**src/rtl/gf163_reduce.sv**
```systemverilog
// GF(2^163) reduction of a 325-bit carry-less product mod x^163+x^7+x^6+x^3+1; 2-edge latency, one op in flight,
// result held in DONE until out_ready. Define GF163_RED_EARLY_EN for 1-edge completion when p[324:163] is zero.
module gf163_reduce #(
    parameter int CNT_W = 16
) (
    input  logic             clk,
    input  logic             rst,
    input  logic             in_valid,
    output logic             in_ready,
    input  logic [324:0]     p,
    output logic             out_valid,
    input  logic             out_ready,
    output logic [162:0]     r,
    output logic             busy,
    output logic [CNT_W-1:0] done_cnt
);

    typedef enum logic [1:0] {
        IDLE = 2'd0,
        FOLD = 2'd1,
        DONE = 2'd2
    } state_t;

    state_t         state;
    state_t         state_nxt;
    logic [168:0]   acc;
    logic [168:0]   p_fold;
    logic [162:0]   acc_fold;
    logic           acc_ld;
    logic           r_ld;
    logic           cnt_inc;

    // First fold: the 162-bit high part lands at most at bit 161+7 = 168.
    function automatic logic [168:0] fold_wide(input logic [324:0] c);
        logic [168:0] h;
        h = {7'd0, c[324:163]};
        return {6'd0, c[162:0]} ^ h ^ (h << 3) ^ (h << 6) ^ (h << 7);
    endfunction

    // Second fold: only six high bits remain, so the result never reaches bit 163.
    function automatic logic [162:0] fold_narrow(input logic [168:0] c);
        logic [5:0] h;
        h = c[168:163];
        return c[162:0]
             ^ {157'd0, h}
             ^ {154'd0, h, 3'd0}
             ^ {151'd0, h, 6'd0}
             ^ {150'd0, h, 7'd0};
    endfunction

    assign p_fold   = fold_wide(p);
    assign acc_fold = fold_narrow(acc);

`ifdef GF163_RED_EARLY_EN
    logic p_hi_zero;
    logic r_ld_early;
    assign p_hi_zero = (p[324:163] == 162'd0);
`endif

    always_comb begin
        state_nxt  = state;
        acc_ld     = 1'b0;
        r_ld       = 1'b0;
        cnt_inc    = 1'b0;
        in_ready   = 1'b0;
        out_valid  = 1'b0;
        busy       = 1'b1;
`ifdef GF163_RED_EARLY_EN
        r_ld_early = 1'b0;
`endif
        case (state)
            IDLE: begin
                in_ready = 1'b1;
                busy     = 1'b0;
                if (in_valid) begin
`ifdef GF163_RED_EARLY_EN
                    if (p_hi_zero) begin
                        r_ld_early = 1'b1;
                        state_nxt  = DONE;
                    end else begin
                        acc_ld    = 1'b1;
                        state_nxt = FOLD;
                    end
`else
                    acc_ld    = 1'b1;
                    state_nxt = FOLD;
`endif
                end
            end
            FOLD: begin
                r_ld      = 1'b1;
                state_nxt = DONE;
            end
            DONE: begin
                out_valid = 1'b1;
                if (out_ready) begin
                    cnt_inc   = 1'b1;
                    state_nxt = IDLE;
                end
            end
            default: begin
                state_nxt = IDLE;
            end
        endcase
    end

    always_ff @(posedge clk) begin
        if (rst) begin
            state    <= IDLE;
            acc      <= '0;
            r        <= '0;
            done_cnt <= '0;
        end else begin
            state <= state_nxt;
            if (acc_ld) begin
                acc <= p_fold;
            end
            if (r_ld) begin
                r <= acc_fold;
            end
`ifdef GF163_RED_EARLY_EN
            else if (r_ld_early) begin
                r <= p[162:0];
            end
`endif
            if (cnt_inc) begin
                done_cnt <= done_cnt + {{(CNT_W-1){1'b0}}, 1'b1};
            end
        end
    end

endmodule

```
**config.mk**
```make
export PLATFORM = sky130hd
export DESIGN_NAME = gf163_reduce
export DESIGN_NICKNAME = d
export VERILOG_FILES = /design/src/rtl/gf163_reduce.sv
export SDC_FILE = /design/constraint.sdc
export NUM_CORES = 1
export LEC_CHECK = 0
export CORE_UTILIZATION = 45
export DETAILED_ROUTE_END_ITERATION = 6
export PLACE_DENSITY = 0.76
export SLEW_MARGIN = 5
export SYNTH_ARGS = -nofsm -noshare
export SYNTH_HDL_FRONTEND = slang
export SYNTH_SLANG_ARGS = --single-unit
```
**constraint.sdc**
```tcl
create_clock -name clk -period 1.8 [get_ports clk]
set_input_delay 0.18 -clock clk [delete_from_list [all_inputs] [get_ports clk]]
set_output_delay 0.18 -clock clk [all_outputs]
set_load 0.02 [all_outputs]
```
Word level (Yosys, flattened, before mapping)
Index checks and enable logic that the tools add are counted.
{"block": "totals", "ff_bits": 350, "in_bits": 329, "out_inout_bits": 182}
{"block": "op_classes", "n_addsub": 1, "eq_ne": 4, "muxes": 11, "bitwise": 8, "n_reduce_logical": 2}
{"cell": "$xor 168x169->169", "n": 1}
{"cell": "$xor 165x168->168", "n": 1}
{"cell": "$xor 163x165->165", "n": 1}
{"cell": "$xor 163x12->163", "n": 1}
{"cell": "$xor 163x13->163", "n": 1}
{"cell": "$xor 163x162->163", "n": 1}
{"cell": "$xor 163x6->163", "n": 1}
{"cell": "$xor 163x9->163", "n": 1}
{"cell": "$add 16x1->16 const B", "n": 1}
{"cell": "$mux 1", "n": 8}
{"cell": "$pmux 2 s3", "n": 1}
{"cell": "$mux 2", "n": 2}
{"cell": "$ne 2x2->1 const B", "n": 2}
{"cell": "$eq 2x1->1 const B", "n": 1}
{"cell": "$eq 2x2->1 const B", "n": 1}
{"cell": "$logic_not 2->1", "n": 1}
{"cell": "$reduce_and 2->1", "n": 1}

Longest topological paths before layout
Gate-level depths: netlist of the first run.
{"block": "logic_depth", "word_depth": 4, "depth_mapped": 7, "depth_no_buf": 4}

Worst setup path after synthesis of the first run
OpenSTA, ideal clock, no wires.
{"block": "synth_path", "path_kind": "reg2reg", "startpoint": "reg done_cnt[3]", "endpoint": "reg done_cnt[13]", "setup_ns": 0.070, "arrival_time_ns": 1.674, "slack_ns": 0.055, "path_stages_with_launch": 5, "n_path_buf": 0, "synth_period_minus_slack_ns": 1.745, "path_cell_list": "dfxtp_1 > nand4_2 > or3_4 > or4_1 > a21oi_1"}
{"block": "synth_via", "elab_chain_cells": 1}
{"element": "start, declared", "line": "15", "rtl": "output logic [CNT_W-1:0] done_cnt"}
{"element": "start signal, assigned", "line": "127", "rtl": "done_cnt <= done_cnt + {{(CNT_W-1){1'b0}}, 1'b1};"}
{"element": "$add 16x1->16", "line": "127"}
Every way passes these cells.
A chain may end at the register's enable or synchronous reset.

Worst setup path in the final report of the first run
{"block": "layout_path", "startpoint": "reg done_cnt[9]", "endpoint": "reg done_cnt[13]"}
Same word-level chain as after synthesis.

==> results of run 1 <==
-- registers in the layout, indices dropped and copies added (netlist names) --
register and flops:
acc 169, r 163, done_cnt 16, state 2
-- Yosys cell counts, types with 2 or more instances --
cell type,n
nand2_1,642
dfxtp_1,350
a21oi_1,326
xnor3_1,155
xnor2_1,144
xor2_1,131
clkbuf_1,97
nor2_1,26
nand3_1,17
buf_2,16
a211oi_1,14
or2_2,10
inv_1,4
nand4_1,4
o21ai_0,4
nor3_1,3
or3_1,3
nand2b_1,2
nor2b_1,2
or3_2,2
-- layer usage --
metal	vias up	wire length (um)	track usage
met5	-	26	0
met4	4	1400	0.0823
met3	77	4080	0.0661
met2	498	27200	0.460
met1	7213	21700	0.310
li1	7482	-	-
-- layout make-up --
| type | instances | share of cell area |
|---|---|---|
| clock inverters | 12 | 0.00657 |
| repair buffers | 600 | 0.235 |
| multi-input cells | 1497 | 0.413 |
| inverters | 4 | 0.000588 |
| well taps | 518 | 0.0254 |
| clock buffers | 58 | 0.0450 |
| flip-flops and latches | 350 | 0.275 |
| diodes | 2 | 0.000196 |
-- power by group through the flow --
stage	sequential [mW]	clock (mW)	combinational, mW
after global routing	8.65	8.63	5.56
after detailed placement	8.75	0	5.14
final	8.58	8.18	5.15
after floorplan	8.81	0	3.01
after global placement	8.72	0	5.07
after CTS	8.58	8.32	5.19
-- through the flow --
stage / TNS [ns] / worst slack [ns]
after floorplan: 0 / 0.0555
after global placement: -0.0712 / -0.0560
after detailed placement: -0.135 / -0.0929
after CTS: 0 / 0.00219
after global routing: 0 / 0.00181
final: 0 / 0.0301
-- worst min path at each step --
stage / start / endpoint / depth (start not counted)
2_1_floorplan: p[324] / acc[168] / 2
3_3_place_gp: acc[138] / r[138] / 2
3_5_place_dp: acc[98] / acc[98] / 2
4_1_cts: rst / acc[20] / 2
5_1_grt: rst / acc[20] / 2
6_report: rst / acc[21] / 2
-- what timing repair did --
action,in CTS,in global routing
gates resized for setup,22,3
pin swaps,0,0
hold buffers,0,0
hold endpoints to repair,0,0
setup endpoints to repair,21,3
setup buffers,0,0
-- kinds of logic (layout without fill, tap and decap cells) --
logic type | count (synthesis) | after routing | share of synthesized area
and+or+nand+nor | 720 | 720 | 0.158
xor gates and xnor gates | 430 | 430 | 0.328
DFF | 350 | 350 | 0.390
AOI/OAI and AO/OA | 346 | 346 | 0.0986
buffers and inverters | 117 | 674 | 0.0255
adders and majority gates | 1 | 1 | 0.000696
other | 0 | 2 | 0
==> summary.md, run 1 <==
| Metric | Value |
|---|---|
| PortBufs | 510 |
| Most common cell after layout, fill and taps aside | nand2_1 |
| CTS buffer count | 38 |
| CTS max path bufs | 3 |
| Worst Setup SP | done_cnt[9] |
| Gate Count Post-Synth | 1964 |
| Cell Area, Placed | 24200 um^2 |
| DRT Pass-1 Iters | 7 |
| CP cell instances | nand4_1, or3_4, or4_1, a21oi_1 |
| Largest net degree at the start of global routing | 73 |
| Finished Core Util | 0.654 |
| Area leader, netlist | dfxtp_1 |
| Slowest stage delay, CP | 0.49 ns |
| Hpwl dp | 41.0 mm |
| Status | finished, violations left |
| Final Setup Violations | 0 |
| Max VDD drop | 0.644 mV |
| Placed Cells | 2969 |
| Buf/Inv on CP | 0 |
| Tcrit/Tclk final | 0.983 |
| Power, Total | 21.9 mW |
| H-tree Lvls | 2 |
| RSZ-0062 raised after global routing | false |
| Flop2flop setup slack | 0.03 ns |
| Design area | 25500 um^2 |
| Leak Pwr | 10.5 nW |
| Crit end category | register |
| Most used flip-flop cell after synthesis | dfxtp_1 |
| First-pass GRT wire length | 83.6 mm |
| Hold slack final | 0.0820 ns |
| EDFF count, synth | 0 |
| Setup CP Type | reg2reg |
| Initial cell density of the core | 0.461 |
| Worst r2r src | done_cnt[9] |
| Standard-cell rows | 72 |
| Sw power | 5.81 mW |
| Layout cell share with drive strength beyond 1 | 0.0690 |
| Critical path required time | 2.26 ns |
| Ys async rst share | 0 |
| Flop pwr share | 0.392 |
| Total GRT Usage | 0.261 |
| Sw Ratio | 0.265 |
| Clock root buffer | clkbuf_16 |
| Clk_lat worst skew | 0.54 ns |
| Cell count along the critical path | 4 |
| Vias in the first global route | 15369 |
| Area grow syn2layout | 42.0% |
| Die height | 202 um |
| Mapped Nets | 2294 |
| Critical Path End | done_cnt[13] |
| Final WL | 54.4 mm |
| Failing checks | design-rule violations |
| Reg2Reg Depth | 4 |
| Clock group share of total power | 0.373 |
| I/O pins | 511 |
| CP arrival | 2.23 ns |
| Post-layout min period | 1.77 ns |
| Commonest non-fill, non-tap cells in the layout | nand2_1 (641), clkdlybuf4s50_1 (485), dfxtp_1 (348) |
| Yosys warns | 0 |
| DR vias/cell | 5.02 |
| Max-Cap Viols | 0 |
| Post-Syn Area per Cell | 9.16 um^2 |
| CTS tree | yes |
| Critical path's slowest cell | or4_1 |
| Int Power | 16.1 mW |
| Fin. Hold Viols | 0 |
| Area of the multi-input gates | 10500 um^2 |
| Die ar. | 40800 um^2 |
| Global route overflow | 0 |
| Skew final | 0.0269 ns |
| Initial DRC Count | 859 |
| Slew HR | 0.670 |
| Combinational power share | 0.235 |
| Wirelength per Cell | 17.9 um |
| Crit-path max FO | 5 |
| Net total in the final layout | 2821 |
| Sink Count | 350 |
| Pwr/cell area | 858 nW/um^2 |
| Fin. max-slew vios | 0 |
| Crit start category | register |
| Sequential cell area fraction in the yosys report | 0.390 |
| Vias | 15274 |
| Initial antenna violation count | 4 |
| Core area | 39000 um^2 |
| Fmax | 0.565 GHz |
| R2R Path End | done_cnt[13] |
| Chip width | 202 um |
| Register area | 7010 um^2 |
| Fill cells | 3137 |
| Top cell type's share of synthesized area | 0.390 |
| Antenna-violating nets left | 0 |
| CTS clk-pin slew, worst paths | 0.07 ns |
| Worst Tran Pin Value | 0.496 ns |
| GP Congestion | 0.929 |
| Fin cells | 3041 |
| Dominant cells by area after synthesis | dfxtp_1 (39%), xnor3_1 (19%), nand2_1 (13%), a21oi_1 (9.1%), xnor2_1 (7.0%) |
| CP delay by family, top | simple AND/OR/NAND/NOR gates |
| Synth unique cells | 32 |
| Post-Syn Area | 18000 um^2 |
| # DRC | 1 |
| #FFs+latches synth | 350 |
| HP Class | in2reg |
Note: power is estimated with default switching activity, not from simulation.
==> inputs of run 2 (changes only) <==
--- a/config.mk
+++ b/config.mk
@@ -5,9 +5,8 @@
 export SDC_FILE = /design/constraint.sdc
 export NUM_CORES = 1
 export LEC_CHECK = 0
-export CORE_UTILIZATION = 45
+export CORE_UTILIZATION = 35
 export DETAILED_ROUTE_END_ITERATION = 6
-export PLACE_DENSITY = 0.76
 export SLEW_MARGIN = 5
 export SYNTH_ARGS = -nofsm -noshare
 export SYNTH_HDL_FRONTEND = slang
==> run 2 against run 1 <==
Compared with the run above:
- sequential share of layout area fell by 0.55 points
- register-to-register slack gained 0.10 ns
- final area rose by 2.0%
- core utilization shrank 14 points
- clock skew decreased by 0.0067 ns
- critical path type is now reg2out
- sequential power hardly changed
- the flow now finishes without violations
- clock power is 3.8% higher
- first-iteration DRC count is 16% lower
- flip-flop and latch count did not move
- power is 1.9% higher
- via count fell by 2.0%
- die area rose by 28%
==> summary.md, run 2 (synthesized netlist as in run 1, its figures left out) <==
| Metric | Value |
|---|---|
| Status | completed |
| CTS clk-pin slew, worst paths | 0.06 ns |
| Crit end category | output port |
| Hpwl dp | 42.1 mm |
| Clk_lat worst skew | 0.55 ns |
| H-tree Lvls | 2 |
| CP cell instances | clkdlybuf4s50_1 |
| Initial DRC Count | 720 |
| Slowest stage delay, CP | 0.68 ns |
| Initial cell density of the core | 0.357 |
| PortBufs | 510 |
| Fin cells | 3214 |
| CTS max path bufs | 3 |
| Chip width | 229 um |
| Tcrit/Tclk final | 0.970 |
| Final Setup Violations | 0 |
| Largest net degree at the start of global routing | 87 |
| Vias | 14972 |
| Worst Tran Pin Value | 0.470 ns |
| Setup TNS | 0 ns |
| Die ar. | 52300 um^2 |
| Sink Count | 350 |
| I/O pins | 511 |
| Crit-path max FO | 2 |
| Core area | 50400 um^2 |
| Hold slack final | 0.0468 ns |
| CP arrival | 1.57 ns |
| Vias in the first global route | 15101 |
| Setup ws final | 0.0537 ns |
| DR vias/cell | 4.66 |
| Fin. max-slew vios | 0 |
| Placed Cells | 3141 |
| Initial antenna violation count | 0 |
| RSZ-0062 raised after global routing | false |
| Largest register FFs | 169 |
| Final WL | 55.2 mm |
| Layout cell share with drive strength beyond 1 | 0.0783 |
| Crit start category | register |
| Area grow syn2layout | 44.9% |
| Combinational power share | 0.236 |
| CTS tree | yes |
| Clock group share of total power | 0.380 |
| Finished Core Util | 0.517 |
| Cell Area, Placed | 24600 um^2 |
| Total GRT Usage | 0.207 |
| Die height | 229 um |
| Sw power | 5.91 mW |
| Fin. Hold Viols | 0 |
| Flop pwr share | 0.384 |
| Commonest non-fill, non-tap cells in the layout | nand2_1 (641), clkdlybuf4s50_1 (486), dfxtp_1 (348) |
| Biggest registers after layout | acc x169, r x163, done_cnt x16 |
| Most common cell after layout, fill and taps aside | nand2_1 |
| First-pass GRT wire length | 85.6 mm |
| ANT cells | 0 |
| Max VDD drop | 0.541 mV |
| Design area | 26100 um^2 |
| Power, Total | 22.3 mW |
| Critical path required time | 1.62 ns |
| Pwr/cell area | 857 nW/um^2 |
| Global route overflow | 0 |
| Leak Pwr | 10.7 nW |
| Skew final | 0.0202 ns |
| # DRC | 0 |
| Standard-cell rows | 82 |
| Int Power | 16.4 mW |
| Sw Ratio | 0.265 |
| Net total in the final layout | 2843 |
| HP Class | in2reg |
| CP delay by family, top | buffers and inverters |
| CTS buffer count | 41 |
| Post-layout min period | 1.75 ns |
| Clock root buffer | clkbuf_16 |
| Critical path's slowest cell | clkdlybuf4s50_1 |
| Largest Register | acc |
| Setup CP Type | reg2out |
| Dpl ws | -0.0185 ns |
| Antenna-violating nets left | 0 |
| Fill cells | 4647 |
| Wirelength per Cell | 17.2 um |
| Max-Cap Viols | 0 |
| DRT Pass-1 Iters | 5 |
| Slew HR | 0.687 |
| Buf/Inv on CP | 1 |
| GP Congestion | 0.920 |
| Fmax | 0.573 GHz |
run 2: cell count changes in the layout (fill, tap and decap cells not counted), moves of 3 or more:
cell / delta
buf_12: +8
clkinv_2: -3
buf_4: +10
dlygate4sd2_1: -3
run 2: final cells by class:
class / instances / area (um^2) / share of cell area
Clock buffer: 60 / 1210 / 0.0464
Clock inverter: 12 / 176 / 0.00677
Inverter: 4 / 15.0 / 0.000576
Multi-Input combinational cell: 1497 / 10600 / 0.405
Sequential cell: 350 / 7010 / 0.269
Tap cell: 672 / 841 / 0.0323
Timing Repair Buffer: 619 / 6240 / 0.240
run 2: path summary, 6_finish.rpt:
check               from      endpoint  cells after the start  slack [ns]
max reg2reg  done_cnt[6]  done_cnt[13]                      4        0.13
min                  rst       acc[28]                      2        0.05
min reg2reg      acc[63]         r[63]                      2        0.45
max                 r[9]          r[9]                      1        0.05
run 2: power groups by stage:
stage	Sequential [mW]	Combinational, mW	Clock (mW)
6_report	8.58	5.27	8.49
5_1_grt	8.65	5.70	9.04
4_1_cts	8.58	5.32	8.71
3_5_place_dp	8.75	5.28	0
3_3_place_gp	8.72	5.26	0
2_1_floorplan	8.81	3.01	0
run 2: worst register-to-register path: stages (launching register included):
cell and delay (ns):
dfxtp_1 0.34, nand4_2 0.16, or3_4 0.42, or4_1 0.52
a21oi_2 0.16
run 2: layer usage:
layer,vias up,global-route usage,part of all wire
li1,7520,-,-
met1,7035,0.262,0.44
met2,354,0.361,0.50
met3,63,0.0399,0.049
met4,0,0.0522,0.020
met5,-,0,0
run 2: timing repair:
action | CTS | global route
pin swaps | 0 | 1
gates resized for setup | 23 | 7
setup buffers | 0 | 1
setup endpoints to repair | 19 | 6
hold buffers | 0 | 0
==> inputs of run 3 (changes only) <==
--- a/config.mk
+++ b/config.mk
@@ -7,7 +7,7 @@
 export LEC_CHECK = 0
 export CORE_UTILIZATION = 35
 export DETAILED_ROUTE_END_ITERATION = 6
-export SLEW_MARGIN = 5
+export SLEW_MARGIN = 25
 export SYNTH_ARGS = -nofsm -noshare
 export SYNTH_HDL_FRONTEND = slang
 export SYNTH_SLANG_ARGS = --single-unit
==> results of run 3 <==
No change in the layout: final DEF, timing and power equal those of run 2.
